`src/rtl/fifo_buffer_if.sv`:
```
// Handshake/bus bundle for fifo_buffer.
// master: the producer/consumer side that issues push/pop.
// slave : the FIFO itself.
interface fifo_buffer_if #(
  parameter int DATA_WIDTH = 10
);
  logic                  push;
  logic [DATA_WIDTH-1:0] data_in;
  logic                  pop;
  logic [DATA_WIDTH-1:0] data_out;
  logic                  valid_out;
  logic                  full;
  logic                  empty;
  logic                  almost_full;
  logic                  almost_empty;
  logic [3:0]            count;
  logic                  overflow;
  logic                  underflow;

  modport master (
    output push, data_in, pop,
    input  data_out, valid_out, full, empty, almost_full, almost_empty,
           count, overflow, underflow
  );

  modport slave (
    input  push, data_in, pop,
    output data_out, valid_out, full, empty, almost_full, almost_empty,
           count, overflow, underflow
  );
endinterface

```
`src/rtl/fifo_buffer.sv`:
```
// fifo_buffer: 8-entry synchronous FIFO with registered read port.
// Pointers are 3 bits plus a wrap bit; full/empty come from pointer and
// wrap comparison of the next state, so all flags are registered.
// Optional threshold flags: define FIFO_THRESH_EN to drive almost_full /
// almost_empty; without it both flags are tied to 0 and no comparators exist.
module fifo_buffer #(
  parameter int DATA_WIDTH = 10,
  parameter int AF_THRESH  = 6,
  parameter int AE_THRESH  = 2
) (
  input  logic            clk,
  input  logic            reset,
  fifo_buffer_if.slave    bus
);

  logic [DATA_WIDTH-1:0] mem_r [0:7];

  logic [2:0]            wr_ptr_r;
  logic                  wr_wrap_r;
  logic [2:0]            rd_ptr_r;
  logic                  rd_wrap_r;
  logic [3:0]            count_r;
  logic                  full_r;
  logic                  empty_r;
  logic                  af_r;
  logic                  ae_r;
  logic [DATA_WIDTH-1:0] data_out_r;
  logic                  valid_r;
  logic                  ovf_r;
  logic                  unf_r;

  logic                  push_ok_s;
  logic                  pop_ok_s;
  logic                  ovf_s;
  logic                  unf_s;
  logic [2:0]            wr_ptr_n_s;
  logic                  wr_wrap_n_s;
  logic [2:0]            rd_ptr_n_s;
  logic                  rd_wrap_n_s;
  logic [3:0]            count_n_s;
  logic                  full_n_s;
  logic                  empty_n_s;
  logic                  af_n_s;
  logic                  ae_n_s;

`ifdef FIFO_THRESH_EN
  localparam logic [3:0] AF_LVL = 4'(AF_THRESH);
  localparam logic [3:0] AE_LVL = 4'(AE_THRESH);
  localparam logic       AE_RST = 1'b1;
`else
  localparam logic       AE_RST = 1'b0;
`endif

  // Acceptance decisions and next-state pointers/flags for this edge.
  always_comb begin
    push_ok_s   = 1'b0;
    pop_ok_s    = 1'b0;
    ovf_s       = 1'b0;
    unf_s       = 1'b0;
    wr_ptr_n_s  = wr_ptr_r;
    wr_wrap_n_s = wr_wrap_r;
    rd_ptr_n_s  = rd_ptr_r;
    rd_wrap_n_s = rd_wrap_r;
    af_n_s      = 1'b0;
    ae_n_s      = 1'b0;

    // A pop drains one slot, so a push on a full FIFO is fine when paired with a pop.
    pop_ok_s  = bus.pop & ~empty_r;
    push_ok_s = bus.push & (~full_r | bus.pop);
    ovf_s     = bus.push & full_r & ~bus.pop;
    unf_s     = bus.pop & empty_r;

    if (push_ok_s) begin
      {wr_wrap_n_s, wr_ptr_n_s} = {wr_wrap_r, wr_ptr_r} + 4'd1;
    end else begin
      {wr_wrap_n_s, wr_ptr_n_s} = {wr_wrap_r, wr_ptr_r};
    end

    if (pop_ok_s) begin
      {rd_wrap_n_s, rd_ptr_n_s} = {rd_wrap_r, rd_ptr_r} + 4'd1;
    end else begin
      {rd_wrap_n_s, rd_ptr_n_s} = {rd_wrap_r, rd_ptr_r};
    end

    count_n_s = count_r + {3'd0, push_ok_s} - {3'd0, pop_ok_s};
    full_n_s  = (wr_ptr_n_s == rd_ptr_n_s) && (wr_wrap_n_s != rd_wrap_n_s);
    empty_n_s = (wr_ptr_n_s == rd_ptr_n_s) && (wr_wrap_n_s == rd_wrap_n_s);

`ifdef FIFO_THRESH_EN
    af_n_s = (count_n_s >= AF_LVL);
    ae_n_s = (count_n_s <= AE_LVL);
`else
    af_n_s = 1'b0;
    ae_n_s = 1'b0;
`endif
  end

  // Storage write; contents deliberately survive reset.
  always_ff @(posedge clk) begin
    if (push_ok_s) begin
      mem_r[wr_ptr_r] <= bus.data_in;
    end
  end

  // Control state, read port and status flags with synchronous active-low reset.
  always_ff @(posedge clk) begin
    if (!reset) begin
      wr_ptr_r   <= 3'd0;
      wr_wrap_r  <= 1'b0;
      rd_ptr_r   <= 3'd0;
      rd_wrap_r  <= 1'b0;
      count_r    <= 4'd0;
      full_r     <= 1'b0;
      empty_r    <= 1'b1;
      af_r       <= 1'b0;
      ae_r       <= AE_RST;
      data_out_r <= '0;
      valid_r    <= 1'b0;
      ovf_r      <= 1'b0;
      unf_r      <= 1'b0;
    end else begin
      wr_ptr_r   <= wr_ptr_n_s;
      wr_wrap_r  <= wr_wrap_n_s;
      rd_ptr_r   <= rd_ptr_n_s;
      rd_wrap_r  <= rd_wrap_n_s;
      count_r    <= count_n_s;
      full_r     <= full_n_s;
      empty_r    <= empty_n_s;
      af_r       <= af_n_s;
      ae_r       <= ae_n_s;
      valid_r    <= pop_ok_s;
      ovf_r      <= ovf_s;
      unf_r      <= unf_s;
      // Old head is read even when the same slot is written this edge.
      if (pop_ok_s) begin
        data_out_r <= mem_r[rd_ptr_r];
      end else begin
        data_out_r <= data_out_r;
      end
    end
  end

  assign bus.data_out     = data_out_r;
  assign bus.valid_out    = valid_r;
  assign bus.full         = full_r;
  assign bus.empty        = empty_r;
  assign bus.almost_full  = af_r;
  assign bus.almost_empty = ae_r;
  assign bus.count        = count_r;
  assign bus.overflow     = ovf_r;
  assign bus.underflow    = unf_r;

endmodule

```
`src/flat_wrapper.sv`:
```
// flat-port wrapper written by rule: the top's interface ports become plain ports
module fifo_buffer_flat 
#(
  parameter int DATA_WIDTH = 10,
  parameter int AF_THRESH  = 6,
  parameter int AE_THRESH  = 2
)
  (clk, reset, bus_push, bus_data_in, bus_pop, bus_data_out, bus_valid_out, bus_full, bus_empty, bus_almost_full, bus_almost_empty, bus_count, bus_overflow, bus_underflow);
  fifo_buffer_if #(.DATA_WIDTH(DATA_WIDTH)) bus_i ();
  input  logic clk;
  input  logic reset;
  input wire logic [$bits(bus_i.push)-1:0] bus_push;
  input wire logic [$bits(bus_i.data_in)-1:0] bus_data_in;
  input wire logic [$bits(bus_i.pop)-1:0] bus_pop;
  output wire logic [$bits(bus_i.data_out)-1:0] bus_data_out;
  output wire logic [$bits(bus_i.valid_out)-1:0] bus_valid_out;
  output wire logic [$bits(bus_i.full)-1:0] bus_full;
  output wire logic [$bits(bus_i.empty)-1:0] bus_empty;
  output wire logic [$bits(bus_i.almost_full)-1:0] bus_almost_full;
  output wire logic [$bits(bus_i.almost_empty)-1:0] bus_almost_empty;
  output wire logic [$bits(bus_i.count)-1:0] bus_count;
  output wire logic [$bits(bus_i.overflow)-1:0] bus_overflow;
  output wire logic [$bits(bus_i.underflow)-1:0] bus_underflow;
  assign bus_i.push = bus_push;
  assign bus_i.data_in = bus_data_in;
  assign bus_i.pop = bus_pop;
  assign bus_data_out = bus_i.data_out;
  assign bus_valid_out = bus_i.valid_out;
  assign bus_full = bus_i.full;
  assign bus_empty = bus_i.empty;
  assign bus_almost_full = bus_i.almost_full;
  assign bus_almost_empty = bus_i.almost_empty;
  assign bus_count = bus_i.count;
  assign bus_overflow = bus_i.overflow;
  assign bus_underflow = bus_i.underflow;
  fifo_buffer #(.DATA_WIDTH(DATA_WIDTH), .AF_THRESH(AF_THRESH), .AE_THRESH(AE_THRESH)) u_core (.clk(clk), .reset(reset), .bus(bus_i));
endmodule
```
`config.mk`:
```
export PLATFORM = sky130hd
export DESIGN_NAME = fifo_buffer_flat
export DESIGN_NICKNAME = d
export VERILOG_FILES = /design/src/rtl/fifo_buffer_if.sv /design/src/rtl/fifo_buffer.sv /design/src/flat_wrapper.sv
export SDC_FILE = /design/constraint.sdc
export NUM_CORES = 1
export LEC_CHECK = 0
export CORE_ASPECT_RATIO = 1.5
export CORE_UTILIZATION = 30
export CTS_CLUSTER_DIAMETER = 150
export DETAILED_ROUTE_END_ITERATION = 8
export PLACE_DENSITY_LB_ADDON = 0.2
export SLEW_MARGIN = 20
export SYNTH_ARGS = -nofsm -noshare
export SYNTH_HDL_FRONTEND = slang
export SYNTH_SLANG_ARGS = --single-unit
```
`constraint.sdc`:
```
create_clock -name clk -period 3.5 [get_ports clk]
set_input_delay 1.05 -clock clk [delete_from_list [all_inputs] [get_ports clk]]
set_output_delay 1.05 -clock clk [all_outputs]
set_load 0.01 [all_outputs]
```
==> impl_results.md <==
- Worst IR Drop VDD: 204 uV
- Boundary pin count: 35
- Synth cell count leaders: edfxtp_1, dfxtp_1, mux4_2
- Overflow after GRT: 0
- CP arrival: 3.02 ns
- CP Buf/Inv Count: 2
- Largest net degree at the start of global routing: 26
- Post-synth EDFFs: 80
- # hold bufs at CTS: 0
- Area of the multi-input gates: 1180 um2
- Dpl hpwl: 5230 um
- Routed Antenna Nets: 0
- Clk Latency, worst-skew pair: 0.35 ns
- Library cells used by synthesis: 42
- Final Cycle Share: 78.5%
- CTS tree: yes
- Routed wire length: 8350 um
- Reg2Reg Capture Point: u_core.bus.full$_SDFF_PN0_
- Syn. warnings: 0
- Setup violators final: 0
- Fraction of registers with async set/reset: 0%
- Pleak: 1.70 nW
- Core footprint: 13600 um2
- Hold endpoint: u_core.bus.underflow$_SDFF_PN0_
- Finished Core Util: 37.4%
- Clock slew at reported path FFs: 0.07 ns
- Critical Path RT: 3.77 ns
- Pwr dens: 558 nW/um2
- Reg2reg setup slack: 1.51 ns
- GRT Overall Usage: 12.6%
- DIE AREA: 14500 um2
- Post-Syn Area: 4220 um2
- Slew Limit Fails: 0
- Number of diodes: 0
- Number of synthesized register bits: 107
- # Post-CTS Setup Buffers: 0
- CP delay by family, top: buffers and inverters
- GP Congestion: 0.699
- Final WS setup: 0.752 ns
- Setup_tns: 0 ns
- Fillers: 1257
- DRC viols: 0
- CTS resizes: 0
- P&R area growth vs syn: 20.7%
- Most used DFF post-synth: edfxtp_1
- Hold Startpoint: u_core.bus.empty$_SDFF_PN1_
- Worst R2R Start: u_core.rd_ptr_r[1]$_SDFF_PN0_
- Hold Vio Cnt, Final: 0
- CTS root buffer: clkbuf_16
- Die Y: 147 um
- Seq. cell area: 2940 um2
- Main area contributors after synthesis: edfxtp_1, dfxtp_1, mux4_2, mux2i_1, ha_1
- Reg2Reg Depth: 7
- Initial antenna violation count: 0
- Yosys top cell by area: edfxtp_1
- Cell chain of the critical path: clkdlybuf4s50_1, and2b_1, buf_4, mux2i_2, nand3_1, a221o_1, nor3b_2
- Fraction of layout cells with a size suffix above 1: 18.5%
- Min cycle time layout: 2.75 ns
- Critical Path Sink Type: flop
- Worst-path fanout max: 25
- Clk_skew: 0.00934 ns
- Most frequent cell after synthesis: edfxtp_1
- Num rows: 52
- First-pass GRT wire length: 13200 um
- Total CTS buffers: 9
- Cells after DPL: 444
- Vias in the first global route: 2286
- Pre-antenna DRT Iters: 4
- Syn_area_per_cell: 16.8 um2
- CP peak stage delay: 0.57 ns
- Kind of critical path: input port to flop
- Status: finished clean
- Vias per cell: 4.83
- Vias: 2223
- Sink Count: 107
- Crit-path slowest cell: clkdlybuf4s50_1
- Wire length per cell: 18.1 um
- Post-synthesis sequential area ratio: 69.8%
- Max Cap Violations: 0
- Layout Cells excl Fill: 460
- Synthesized netlist cell count: 251
- Max Fclk: 364 MHz
- Hold Path Depth: 2
- Initial DRC count: 90
- Initial cell density of the core: 31.0%
- Min-Delay Path Class: flop to flop
- CTS max path bufs: 2
- I/O Buffers: 32
- Net count reported at finish: 313
- Pre-CTS setup slack: 0.394 ns
- RSZ-0062 raised after global routing: no
- CTS H-tree depth: 3
- Post-synth top area share: 57.0%
- CP Launch Type: input port
- Power Total: 2.84 mW
- Die X: 98.8 um
[layout make-up]
type                    instances  share of cell area (%)
clock buffers                   9                    4.42
inverters                       7                   0.516
well taps                     162                    3.98
repair buffers                 46                    8.36
clock inverters                 7                    1.74
multi-input cells             122                    23.2
flip-flops and latches        107                    57.8
[cells by family (layout without fill, tap and decap cells)]
| family | count (synthesis) | after routing | share of synthesized area (%) |
|---|---|---|---|
| adder cells (fa/ha/maj) | 6 | 6 | 1.96 |
| AND/OR/NAND/NOR | 42 | 42 | 5.55 |
| flip-flops | 107 | 107 | 69.8 |
| multiplexers | 31 | 31 | 13.4 |
| other | 1 | 2 | 0.0889 |
| XOR/XNOR | 12 | 12 | 2.82 |
| AO/OA/AOI/OAI | 29 | 29 | 3.95 |
| buffers and inverters | 23 | 69 | 2.49 |
[power breakdown]
part	total, mW	internal [mW]	switching, mW
combinational	0.356	0.190	0.166
sequential	1.45	1.42	0.0318
clock	1.03	0.567	0.467
[metal layers]
layer	vias up	GRT usage [%]	part of all wire (%)
li1	1040	-	-
met1	1134	15.1	42
met2	35	21.5	53
met4	0	6.72	2.7
met3	14	2.43	2.4
met5	-	0	0
[worst max-delay path by stage]
stage,start,end,slack [ns],cells past startpoint
2_1_floorplan,bus_push,u_core.mem_r[0][0]$_DFFE_PP_,0.60,3
3_3_place_gp,bus_pop,u_core.bus.full$_SDFF_PN0_,0.45,7
3_5_place_dp,bus_pop,u_core.bus.full$_SDFF_PN0_,0.39,7
4_1_cts,bus_pop,u_core.bus.full$_SDFF_PN0_,0.75,7
5_1_grt,bus_pop,u_core.bus.full$_SDFF_PN0_,0.61,7
6_report,bus_pop,u_core.bus.full$_SDFF_PN0_,0.75,7
[tightest hold or removal path: cells and delay by family (launching register included)]
| family | cells | cell delay, ns |
|---|---|---|
| AND/OR/NAND/NOR | 2 | 0.12 |
| flip-flops | 1 | 0.34 |
[flip-flops by register name, indices dropped and copies added (netlist names)]
register and cells:
u_core.wr_wrap_r 1, u_core.bus.data_out 10, u_core.rd_ptr_r 3, u_core.bus.valid_out 1, u_core.mem_r 80, u_core.bus.overflow 1, u_core.rd_wrap_r 1, u_core.wr_ptr_r 3
u_core.bus.underflow 1, u_core.bus.count 4, u_core.bus.empty 1, u_core.bus.full 1
[stage by stage]
stage | hold slack, ns | area, um2
after global placement | 0.486 | 4780
final | 0.496 | 5090
after detailed placement | 0.495 | 4780
after CTS | 0.506 | 5090
after global routing | 0.542 | 5090
after floorplan | 0.492 | 4220
[placed cells by master, fill, tap and decap left out, drive strengths merged, types with 2 or more instances in the layout]
cell type	count
and3	2
xor2	7
nor3	6
conb	2
nand3	5
nand2	5
clkbuf	9
clkinv	5
mux2i	11
nand2b	2
and2	3
xnor2	4
and2b	3
buf	14
nor2	8
edfxtp	80
mux4	20
o21ai	12
a21oi	12
dfxtp	27
clkdlybuf4s50	32
nor2b	2
a21o	2
inv	7
ha	5
No activity file was read; power rests on OpenSTA's default activity.
